`src/rtl/noc_out_pkg.sv`:
```
// Shared definitions for the router output credit stage.
// Flit field offsets, credit width helper and VC state encoding.
package noc_out_pkg;

  localparam int V_DEF    = 4;
  localparam int P_DEF    = 5;
  localparam int FPAY_DEF = 32;
  localparam int B_DEF    = 4;
  localparam int FW_DEF   = 2 + V_DEF + FPAY_DEF;

  // Offsets for the default geometry; other widths shift them.
  localparam int HDR_BIT  = FW_DEF - 1;
  localparam int TAIL_BIT = FW_DEF - 2;
  localparam int VC_LSB   = FPAY_DEF;

  function automatic int credit_w(input int b);
    return $clog2(b + 1);
  endfunction

  typedef enum logic {
    VC_IDLE = 1'b0,
    VC_BUSY = 1'b1
  } vc_state_e;

endpackage

```
`src/rtl/output_port_credit_ctrl_if.sv`:
```
// Crossbar-side and link-side bundle of the output credit stage.
// master drives flits and credits, slave is the credit stage.
interface output_port_credit_ctrl_if #(
  parameter int P    = 5,
  parameter int V    = 4,
  parameter int Fpay = 32
);
  localparam int FW = 2 + V + Fpay;

  logic [P*FW-1:0] flit_in_all;
  logic [P-1:0]    flit_in_we_all;
  logic [P*V-1:0]  credit_in_all;
  logic [P*FW-1:0] flit_out_all;
  logic [P-1:0]    flit_out_wr_all;
  logic [P*V-1:0]  credit_avail_all;
  logic [P*V-1:0]  vc_idle_all;
  logic [P-1:0]    credit_err_all;

  modport master (
    output flit_in_all,
    output flit_in_we_all,
    output credit_in_all,
    input  flit_out_all,
    input  flit_out_wr_all,
    input  credit_avail_all,
    input  vc_idle_all,
    input  credit_err_all
  );

  modport slave (
    input  flit_in_all,
    input  flit_in_we_all,
    input  credit_in_all,
    output flit_out_all,
    output flit_out_wr_all,
    output credit_avail_all,
    output vc_idle_all,
    output credit_err_all
  );

endinterface

```
`src/rtl/out_vc_credit_cnt.sv`:
```
// One VC: saturating credit counter plus idle/busy ownership.
// Error detection present only with OUT_CREDIT_ERR_EN defined.
module out_vc_credit_cnt
  import noc_out_pkg::*;
#(
  parameter int B = B_DEF
) (
  input  logic clk,
  input  logic reset,
  input  logic we,
  input  logic hdr,
  input  logic tail,
  input  logic inc,
  output logic avail,
  output logic idle,
  output logic err
);

  localparam int CW = credit_w(B);
  localparam logic [CW-1:0] BMAX = CW'(B);

  logic [CW-1:0] cnt;
  logic [CW-1:0] cnt_nx;
  vc_state_e     st;
  vc_state_e     st_nx;

  // Counter and ownership state registers.
  always_ff @(posedge clk) begin
    if (reset) begin
      cnt <= BMAX;
      st  <= VC_IDLE;
    end else begin
      cnt <= cnt_nx;
      st  <= st_nx;
    end
  end

  // Saturating credit update; a write and a credit cancel out.
  always_comb begin
    cnt_nx = cnt;
    unique case (1'b1)
      (we && !inc): if (cnt != '0) cnt_nx = cnt - CW'(1);
      (inc && !we): if (cnt != BMAX) cnt_nx = cnt + CW'(1);
      default: cnt_nx = cnt;
    endcase
  end

  // Header opens a packet unless it is also the tail.
  always_comb begin
    st_nx = st;
    if (we) begin
      if (hdr) begin
        if (st == VC_IDLE && !tail) st_nx = VC_BUSY;
      end else if (tail) begin
        st_nx = VC_IDLE;
      end
    end
  end

  assign avail = (cnt != '0);
  assign idle  = (st == VC_IDLE);

`ifdef OUT_CREDIT_ERR_EN
  logic err_q;
  logic err_ev;

  // Underflow, overflow, or a broken header/tail sequence.
  always_comb begin
    err_ev = 1'b0;
    if (we && !inc && cnt == '0) err_ev = 1'b1;
    if (inc && !we && cnt == BMAX) err_ev = 1'b1;
    if (we && hdr && st == VC_BUSY) err_ev = 1'b1;
    if (we && !hdr && st == VC_IDLE) err_ev = 1'b1;
  end

  // Sticky error flag.
  always_ff @(posedge clk) begin
    if (reset) err_q <= 1'b0;
    else if (err_ev) err_q <= 1'b1;
  end

  assign err = err_q;
`else
  assign err = 1'b0;
`endif

endmodule

```
`src/rtl/output_port_credit_ctrl.sv`:
```
// Router output stage: flit register, per-VC credits and ownership.
// Optional error detection with OUT_CREDIT_ERR_EN defined.
module output_port_credit_ctrl
  import noc_out_pkg::*;
#(
  parameter int V    = V_DEF,
  parameter int P    = P_DEF,
  parameter int Fpay = FPAY_DEF,
  parameter int B    = B_DEF
) (
  input logic clk,
  input logic reset,
  output_port_credit_ctrl_if.slave bus
);

  localparam int FW  = 2 + V + Fpay;
  localparam int DF  = Fpay - FPAY_DEF;
  localparam int DV  = V - V_DEF;
  localparam int HDR = HDR_BIT + DF + DV;
  localparam int TL  = TAIL_BIT + DF + DV;
  localparam int VCL = VC_LSB + DF;

  logic [P*FW-1:0] flit_q;
  logic [P-1:0]    wr_q;
  logic [P*V-1:0]  avail_v;
  logic [P*V-1:0]  idle_v;
  logic [P*V-1:0]  vc_err;
  logic [P-1:0]    vc_ok;
  logic [P-1:0]    port_err;

  // Link register; data is captured every cycle.
  always_ff @(posedge clk) begin
    if (reset) begin
      flit_q <= '0;
      wr_q   <= '0;
    end else begin
      flit_q <= bus.flit_in_all;
      wr_q   <= bus.flit_in_we_all;
    end
  end

  for (genvar p = 0; p < P; p++) begin : g_port
    logic [V-1:0] vc;
    logic         hdr;
    logic         tail;
    logic         we;

    assign vc       = bus.flit_in_all[p*FW+VCL +: V];
    assign hdr      = bus.flit_in_all[p*FW+HDR];
    assign tail     = bus.flit_in_all[p*FW+TL];
    assign we       = bus.flit_in_we_all[p];
    assign vc_ok[p] = $onehot(vc);

    for (genvar v = 0; v < V; v++) begin : g_vc
      out_vc_credit_cnt #(
        .B(B)
      ) u_cnt (
        .clk  (clk),
        .reset(reset),
        .we   (we && vc_ok[p] && vc[v]),
        .hdr  (hdr),
        .tail (tail),
        .inc  (bus.credit_in_all[p*V+v]),
        .avail(avail_v[p*V+v]),
        .idle (idle_v[p*V+v]),
        .err  (vc_err[p*V+v])
      );
    end

`ifdef OUT_CREDIT_ERR_EN
    logic bad_q;

    // Sticky flag for writes with a zero or multi-hot VC field.
    always_ff @(posedge clk) begin
      if (reset) bad_q <= 1'b0;
      else if (we && !vc_ok[p]) bad_q <= 1'b1;
    end

    assign port_err[p] = bad_q | (|vc_err[p*V +: V]);
`else
    assign port_err[p] = |vc_err[p*V +: V];
`endif
  end

  assign bus.flit_out_all     = flit_q;
  assign bus.flit_out_wr_all  = wr_q;
  assign bus.credit_avail_all = avail_v;
  assign bus.vc_idle_all      = idle_v;
  assign bus.credit_err_all   = port_err;

endmodule

```
`src/flat_wrapper.sv`:
```
// flat-port wrapper written by rule: the top's interface ports become plain ports
module output_port_credit_ctrl_flat import noc_out_pkg::*;
#(
  parameter int V    = V_DEF,
  parameter int P    = P_DEF,
  parameter int Fpay = FPAY_DEF,
  parameter int B    = B_DEF
)
  (clk, reset, bus_flit_in_all, bus_flit_in_we_all, bus_credit_in_all, bus_flit_out_all, bus_flit_out_wr_all, bus_credit_avail_all, bus_vc_idle_all, bus_credit_err_all);
  output_port_credit_ctrl_if #(.P(P), .V(V), .Fpay(Fpay)) bus_i ();
  input logic clk;
  input logic reset;
  input wire logic [$bits(bus_i.flit_in_all)-1:0] bus_flit_in_all;
  input wire logic [$bits(bus_i.flit_in_we_all)-1:0] bus_flit_in_we_all;
  input wire logic [$bits(bus_i.credit_in_all)-1:0] bus_credit_in_all;
  output wire logic [$bits(bus_i.flit_out_all)-1:0] bus_flit_out_all;
  output wire logic [$bits(bus_i.flit_out_wr_all)-1:0] bus_flit_out_wr_all;
  output wire logic [$bits(bus_i.credit_avail_all)-1:0] bus_credit_avail_all;
  output wire logic [$bits(bus_i.vc_idle_all)-1:0] bus_vc_idle_all;
  output wire logic [$bits(bus_i.credit_err_all)-1:0] bus_credit_err_all;
  assign bus_i.flit_in_all = bus_flit_in_all;
  assign bus_i.flit_in_we_all = bus_flit_in_we_all;
  assign bus_i.credit_in_all = bus_credit_in_all;
  assign bus_flit_out_all = bus_i.flit_out_all;
  assign bus_flit_out_wr_all = bus_i.flit_out_wr_all;
  assign bus_credit_avail_all = bus_i.credit_avail_all;
  assign bus_vc_idle_all = bus_i.vc_idle_all;
  assign bus_credit_err_all = bus_i.credit_err_all;
  output_port_credit_ctrl #(.V(V), .P(P), .Fpay(Fpay), .B(B)) u_core (.clk(clk), .reset(reset), .bus(bus_i));
endmodule
```
`config.mk`:
```
export PLATFORM = sky130hd
export DESIGN_NAME = output_port_credit_ctrl_flat
export DESIGN_NICKNAME = d
export VERILOG_FILES = /design/src/rtl/noc_out_pkg.sv /design/src/rtl/output_port_credit_ctrl_if.sv /design/src/rtl/out_vc_credit_cnt.sv /design/src/rtl/output_port_credit_ctrl.sv /design/src/flat_wrapper.sv
export SDC_FILE = /design/constraint.sdc
export NUM_CORES = 1
export LEC_CHECK = 0
export ABC_AREA = 1
export CAP_MARGIN = 0
export CORE_AREA = 5 5 176 178
export DETAILED_ROUTE_END_ITERATION = 8
export DIE_AREA = 0 0 181 183
export PLACE_DENSITY = 0.87
export SLEW_MARGIN = 20
export SYNTH_ARGS = -nofsm -noshare
export SYNTH_HDL_FRONTEND = slang
export SYNTH_HIERARCHICAL = 1
export SYNTH_SLANG_ARGS = --single-unit
```
`constraint.sdc`:
```
create_clock -name clk -period 7.2 [get_ports clk]
set_clock_uncertainty 0.05 [all_clocks]
set_input_delay 1.08 -clock clk [delete_from_list [all_inputs] [get_ports clk]]
set_output_delay 1.08 -clock clk [all_outputs]
set_load 0.005 [all_outputs]
```
==> results of run 1 <==
-- kinds of logic (layout without fill, tap and decap cells) --
kind of cell               after synthesis  after routing  share of synthesized area
adders and majority gates               75             75                     0.0918
DFF                                    275            275                      0.449
AOI/OAI and AO/OA                       60             60                     0.0245
and+or+nand+nor                        705            705                      0.252
other                                   20             22                    0.00612
buffers and inverters                  452            916                      0.176
-- per-stage QoR --
stage | power (µW) | instance area [µm²] | worst slack, ns | hold slack (ns) | utilization
after detailed placement | 2840 | 16900 | 2.86 | 0.441 | 0.578
after global routing | 4650 | 17900 | 3.25 | 0.476 | 0.614
after CTS | 4430 | 17900 | 3.46 | 0.449 | 0.614
after global placement | 2780 | 16900 | 3.01 | 0.429 | 0.578
after floorplan | 2410 | 12300 | 3.64 | 0.415 | -
final | 4390 | 17900 | 3.43 | 0.451 | 0.614
-- worst max-delay path by stage --
stage,startpoint,endpoint,cells past startpoint
after floorplan,bus_flit_in_all[32],u_core/g_port[0].g_vc[2].u_cnt/cnt[1]$_SDFFE_PP0P_,16
after global placement,bus_flit_in_all[70],u_core/g_port[1].g_vc[2].u_cnt/cnt[1]$_SDFFE_PP0P_,17
after detailed placement,bus_flit_in_all[146],u_core/g_port[3].g_vc[0].u_cnt/cnt[1]$_SDFFE_PP0P_,17
after CTS,bus_flit_in_all[32],u_core/g_port[0].g_vc[1].u_cnt/cnt[1]$_SDFFE_PP0P_,17
after global routing,bus_flit_in_all[32],u_core/g_port[0].g_vc[1].u_cnt/cnt[1]$_SDFFE_PP0P_,17
final,bus_flit_in_all[146],u_core/g_port[3].g_vc[0].u_cnt/cnt[1]$_SDFFE_PP0P_,17
-- power by group --
part	switching, µW	total (µW)	internal (µW)
Combinational	537	1050	512
Clock	617	1580	960
Sequential	106	1760	1660
-- registers in the layout, indices dropped and copies added, names as in the netlist --
signal	count
u_core/bus.flit_out_all	190
u_core/bus.flit_out_wr_all	5
u_core/g_port.g_vc.u_cnt/cnt	60
u_core/g_port.g_vc.u_cnt/st	20
-- worst max-delay path: stages --
cell and delay, ns:
clkdlybuf4s50_1 0.45, inv_1 0.07, fa_1 0.54, inv_1 0.04, ha_1 0.17, ha_1 0.26
nor2_1 0.12, nand2_1 0.12, nor2_1 0.24, inv_2 0.08, ha_1 0.21, inv_1 0.10
fa_1 0.43, inv_1 0.06, nand3_1 0.07, nand2_1 0.07, nor2_1 0.05
-- cells in the mapped netlist --
library cell	instances	share of area
nor2_1	340	0.10
inv_1	310	0.095
dfxtp_1	275	0.45
nand2_1	195	0.060
inv_2	80	0.024
nand2_2	60	0.031
nand3_1	60	0.024
ha_1	50	0.051
o21ai_1	40	0.016
fa_1	25	0.041
a21oi_1	20	0.0082
buf_4	20	0.012
conb_1	20	0.0061
inv_12	20	0.027
nand3_2	20	0.016
nand3b_1	20	0.012
buf_6	18	0.017
nor2_2	10	0.0051
buf_2	4	0.0016
-- cell type report --
class,instances,area (µm²)
Fill cell,2328,11300
Sequential cell,275,5510
Multi-Input combinational cell,860,4600
Timing Repair Buffer,452,4540
Inverter,410,1790
Clock buffer,42,846
Tap cell,390,488
Clock inverter,12,180
Antenna cell,2,5.00
-- routing by layer --
metal / track usage / vias up / part of all wire
li1: - / 5409 / -
met1: 0.217 / 4875 / 0.37
met2: 0.372 / 366 / 0.51
met3: 0.0633 / 82 / 0.085
met4: 0.0708 / 2 / 0.036
met5: 0 / - / 0.00037
==> run_results.csv, run 1 <==
group,metric,value,unit
placed_design,place_congestion,0.871,
routing,drc_errors,0,
yosys,syn_area_per_cell,7.73,µm²
routing,firstDrtPassIters,5,
hold_path,min_from,"u_core/g_port[0].g_vc[2].u_cnt/st$_SDFFE_PP0P_",
power_and_ir_drop,p_leak,0.00882,µW
grt,track_usage,0.201,
grt,antenna_found_initial,3,
power_and_ir_drop,power_density,245,nW/µm²
finish,fin_nets,2321,
cts,post_cts_buffers,0,
yosys,seq_area_frac_synth,0.449,
cts,root_buffer,"clkbuf_16",
setup_path,path_class,"input port to register",
run_status,status,"finished clean",
setup_path,critPathRequiredTime,7.60,ns
setup_path,crit_path_start_kind,"input port",
cts,cts_buffers,30,
grt,grt_start_max_net_pins,148,
setup_path,cp-end-kind,"register",
placed_design,io_buffers,451,
timing,tns,0,ns
die,die_x,181,µm
hold_path,min_to,"u_core/g_port[0].g_vc[2].u_cnt/st$_SDFFE_PP0P_",
routing,viasPerCell,4.39,
hold_path,hp-class,"register to register",
timing,final_hold_viol_count,0,
yosys,ys_ff_latch,275,
routing,post_drt_wl_per_cell,14.4,µm
hold_path,min_path_cells,2,
die,core,29200,µm²
setup_path,rrSetupSlack,5.90,ns
setup_path,arrival,4.17,ns
setup_path,crit_fanout,4,
yosys,yosysWarnings,6,
cts,cts_hold_buf,0,
timing,rsz0062_at_grt,"false",
yosys,syn_nets,1879,
setup_path,reg2reg_from,"u_core/g_port[0].g_vc[1].u_cnt/cnt[0]$_SDFFE_PP0P_",
cts,post_cts_resize_count,0,
cts,clock_path_buffers,3,
grt,grt_pass1_wl,54900,µm
timing,period_share,0.523,
die,io_pins,457,
routing,wl,35100,µm
die,initial_core_util,0.419,
yosys,ys_types,19,
finish,fin_cells,2443,
yosys,syn_inst,1587,
run,maxCapViolations,0,
timing,finalSetupViolCount,0,
grt,first_global_vias,10920,
routing,ant_nets,0,
cts,h-tree-depth,1,
finish,drive_gt1_frac,0.117,
timing,slew_violations,0,
timing,max_freq,265,MHz
timing,min_period,3.77,ns
routing,vias,10734,
die,die_area,33100,µm²
cts,cts_tree,"yes",
timing,slew_headroom,0.495,
finish,area_growth,46.3,%
placed_design,dp_hpwl,27700,µm
placed_design,dpl.cell_count,2387,
timing,worst_pin_slew,0.758,ns
yosys,synth_area,12300,µm²
cts,cts.sinks,275,
cts,insertion_delay,0.55,ns
die,die_h,183,µm
routing,drt-initial-drc-count,484,
cts,path_clk_slew,0.06,ns
finish,final_common_cell,"clkdlybuf4s50_1",
finish,mostFrequentLayoutCells,"450 x clkdlybuf4s50_1, 340 x nor2_1, 310 x inv_1",
setup_path,r2r_cells,5,
power_and_ir_drop,power.ir.vdd_worst,0.000200,V
setup_path,r2r-end,"u_core/g_port[0].g_vc[1].u_cnt/cnt[1]$_SDFFE_PP0P_",
die,num_rows,63,
grt,grt_overflow,0,
Power figures use the tool's default switching activity.
==> run 2: changes to the inputs <==
CORE_AREA = 5 5 177 179   (was 5 5 176 178)
DIE_AREA = 0 0 182 184   (was 0 0 181 183)
PLACE_DENSITY = 0.86   (was 0.87)
clock period = 3.7 ns   (was 7.2 ns; I/O delays follow)
==> run 2 against run 1 <==
  * Cell count up 0.41%
  * Worst setup slack worse by 2.9 ns
  * Clock power is 94% higher
  * Sequential power grew 95%
  * Critical path type unchanged
  * Final area increased by 0.41%
  * Sequential share of layout area fell by 0.13 points
  * Via count grew 0.12%
  * First-iteration DRC count up 6.4%
  * Non-clock buffer count increased by 9
  * Combinational power increased by 95%
  * Count of clock-buffer cells in the layout shrank 6
==> run_results.csv, run 2 (same netlist as run 1, synthesis figures left out) <==
group,metric,value,unit
routing,drt-initial-drc-count,515,
setup_path,crit_buf_inv,6,
die,io_pins,457,
placed_design,dpl.cell_count,2396,
setup_path,r2r_cells,5,
finish,largest_register_ff_count,190,
timing,rsz0062_at_grt,"false",
setup_path,crit_fanout,4,
cts,root_buffer,"clkbuf_16",
setup_path,crit_top_cell,"inv_1",
finish,num-fill-cells,2342,
placed_design,place_congestion,0.951,
placed_design,pre_cts_ws,-0.0774,ns
routing,ant_nets,0,
finish,area_growth,46.9,%
routing,firstDrtPassIters,5,
cts,cts_buffers,30,
cts,insertion_delay,0.55,ns
setup_path,cpMaxStageDelayCell,"fa_1",
timing,slew_violations,0,
routing,wl,36000,µm
cts,h-tree-depth,1,
die,num_rows,63,
grt,grt_start_max_net_pins,66,
die,die_area,33500,µm²
routing,vias,10747,
setup_path,crit_chain,"clkdlybuf4s50_1, inv_1, fa_1, inv_1, ha_1, ha_1, nor2_1, nand2_1, nor2_1, inv_2, ha_1, inv_1, fa_1, inv_1, nand3_1, nand2_1, nor2_1",
setup_path,arrival,3.60,ns
cts,post_cts_resize_count,0,
finish,fin_nets,2330,
timing,layout_setup_ws,0.490,ns
die,die_h,184,µm
cts,clock_path_buffers,3,
placed_design,placed_area,17000,µm²
grt,grt_overflow,0,
run,maxCapViolations,0,
grt,track_usage,0.207,
timing,slew_headroom,0.650,
timing,min_period,3.21,ns
die,core,29400,µm²
power_and_ir_drop,p_leak,0.00887,µW
power_and_ir_drop,power_density,474,nW/µm²
finish,fin_cells,2453,
setup_path,max_stage_delay,0.55,ns
setup_path,crit_path_start_kind,"input port",
timing,finalSetupViolCount,0,
timing,worst_pin_slew,0.526,ns
setup_path,path_class,"input port to register",
timing,tns,0,ns
power_and_ir_drop,power.ir.vdd_worst,0.000359,V
setup_path,critPathRequiredTime,4.09,ns
finish,fin_util,0.613,
routing,drc_errors,0,
placed_design,dp_hpwl,28800,µm
grt,grt_pass1_wl,56400,µm
cts,cts_tree,"yes",
setup_path,cp.depth,17,
die,die_x,182,µm
placed_design,io_buffers,451,
routing,post_drt_wl_per_cell,14.7,µm
finish,fin_area,18000,µm²
cts,post_cts_buffers,0,
setup_path,cp-end-kind,"register",
timing,max_freq,311,MHz
grt,first_global_vias,10974,
hold_path,min_path_cells,2,
setup_path,cp_top_family,"adder cells",
timing,final_hold_viol_count,0,
finish,final_common_cell,"clkdlybuf4s50_1",
finish,drive_gt1_frac,0.122,
die,initial_core_util,0.417,
finish,mostFrequentLayoutCells,"450 x clkdlybuf4s50_1, 340 x nor2_1, 310 x inv_1",
run_status,status,"finished clean",
cts,path_clk_slew,0.06,ns
grt,antenna_found_initial,8,
hold_path,hp-class,"input port to register",
cts,cts_hold_buf,0,
routing,viasPerCell,4.38,
cts,cts.sinks,275,
timing,period_share,0.868,
-- run 2: report_power, final --
group / switching, µW / leakage [µW] / internal (µW) / total, µW
registers: 206 / 0.00229 / 3230 / 3430
logic: 1050 / 0.00608 / 1000 / 2050
clock network: 1230 / 0.000505 / 1840 / 3070
total: 2480 / 0.00887 / 6070 / 8550
-- run 2: worst reg2reg max path, delay by kind of cell, from the launching register on --
kind / cells / cell delay, ns
AND/OR/NAND/NOR: 4 / 0.41
adder cells (fa/ha/maj): 1 / 0.45
flip-flops: 1 / 0.35
-- run 2: layout make-up --
type,instances,area (µm²),area share
Tap cell,390,488,0.0271
Sequential cell,275,5510,0.305
Clock buffer,36,815,0.0452
Multi-Input combinational cell,860,4600,0.255
Clock inverter,18,203,0.0112
Timing Repair Buffer,461,4620,0.256
Antenna cell,3,7.51,0.000417
Inverter,410,1790,0.0993
-- run 2: worst paths after layout --
path                                                           start                                                  to  slack [ns]
setup / recovery                                bus_flit_in_all[184]  u_core/g_port[4].g_vc[2].u_cnt/cnt[1]$_SDFFE_PP0P_        0.49
hold / removal                                                 reset              u_core/bus.flit_out_all[78]$_SDFF_PP0_        0.38
setup reg to reg  u_core/g_port[2].g_vc[2].u_cnt/cnt[0]$_SDFFE_PP0P_  u_core/g_port[2].g_vc[2].u_cnt/cnt[2]$_SDFFE_PP1P_        2.38
hold reg to reg       u_core/g_port[3].g_vc[0].u_cnt/st$_SDFFE_PP0P_      u_core/g_port[3].g_vc[0].u_cnt/st$_SDFFE_PP0P_        0.46
-- run 2: through the flow --
stage	hold slack, ns	total power (µW)
2_1_floorplan	0.415	4690
6_report	0.379	8550
5_1_grt	0.383	9060
3_5_place_dp	0.447	5540
3_3_place_gp	0.431	5430
4_1_cts	0.359	8640
-- run 2: metal layers --
metal / global-route usage / share of wire
met5: 0 / 0.0016
met4: 0.0705 / 0.034
met3: 0.0631 / 0.079
met2: 0.390 / 0.52
met1: 0.218 / 0.36
==> run 3: changes to the inputs <==
--- a/constraint.sdc
+++ b/constraint.sdc
@@ -4,2 +4,2 @@
 set_output_delay 0.555 -clock clk [all_outputs]
-set_load 0.005 [all_outputs]
+set_load 0.02 [all_outputs]
==> results of run 3 <==
The final DEF is identical to that of run 2. Status: finished clean.
Among the figures that moved: total power 8550 µW -> 8740 µW; worst IR drop on VDD 0.000359 V -> 0.000360 V
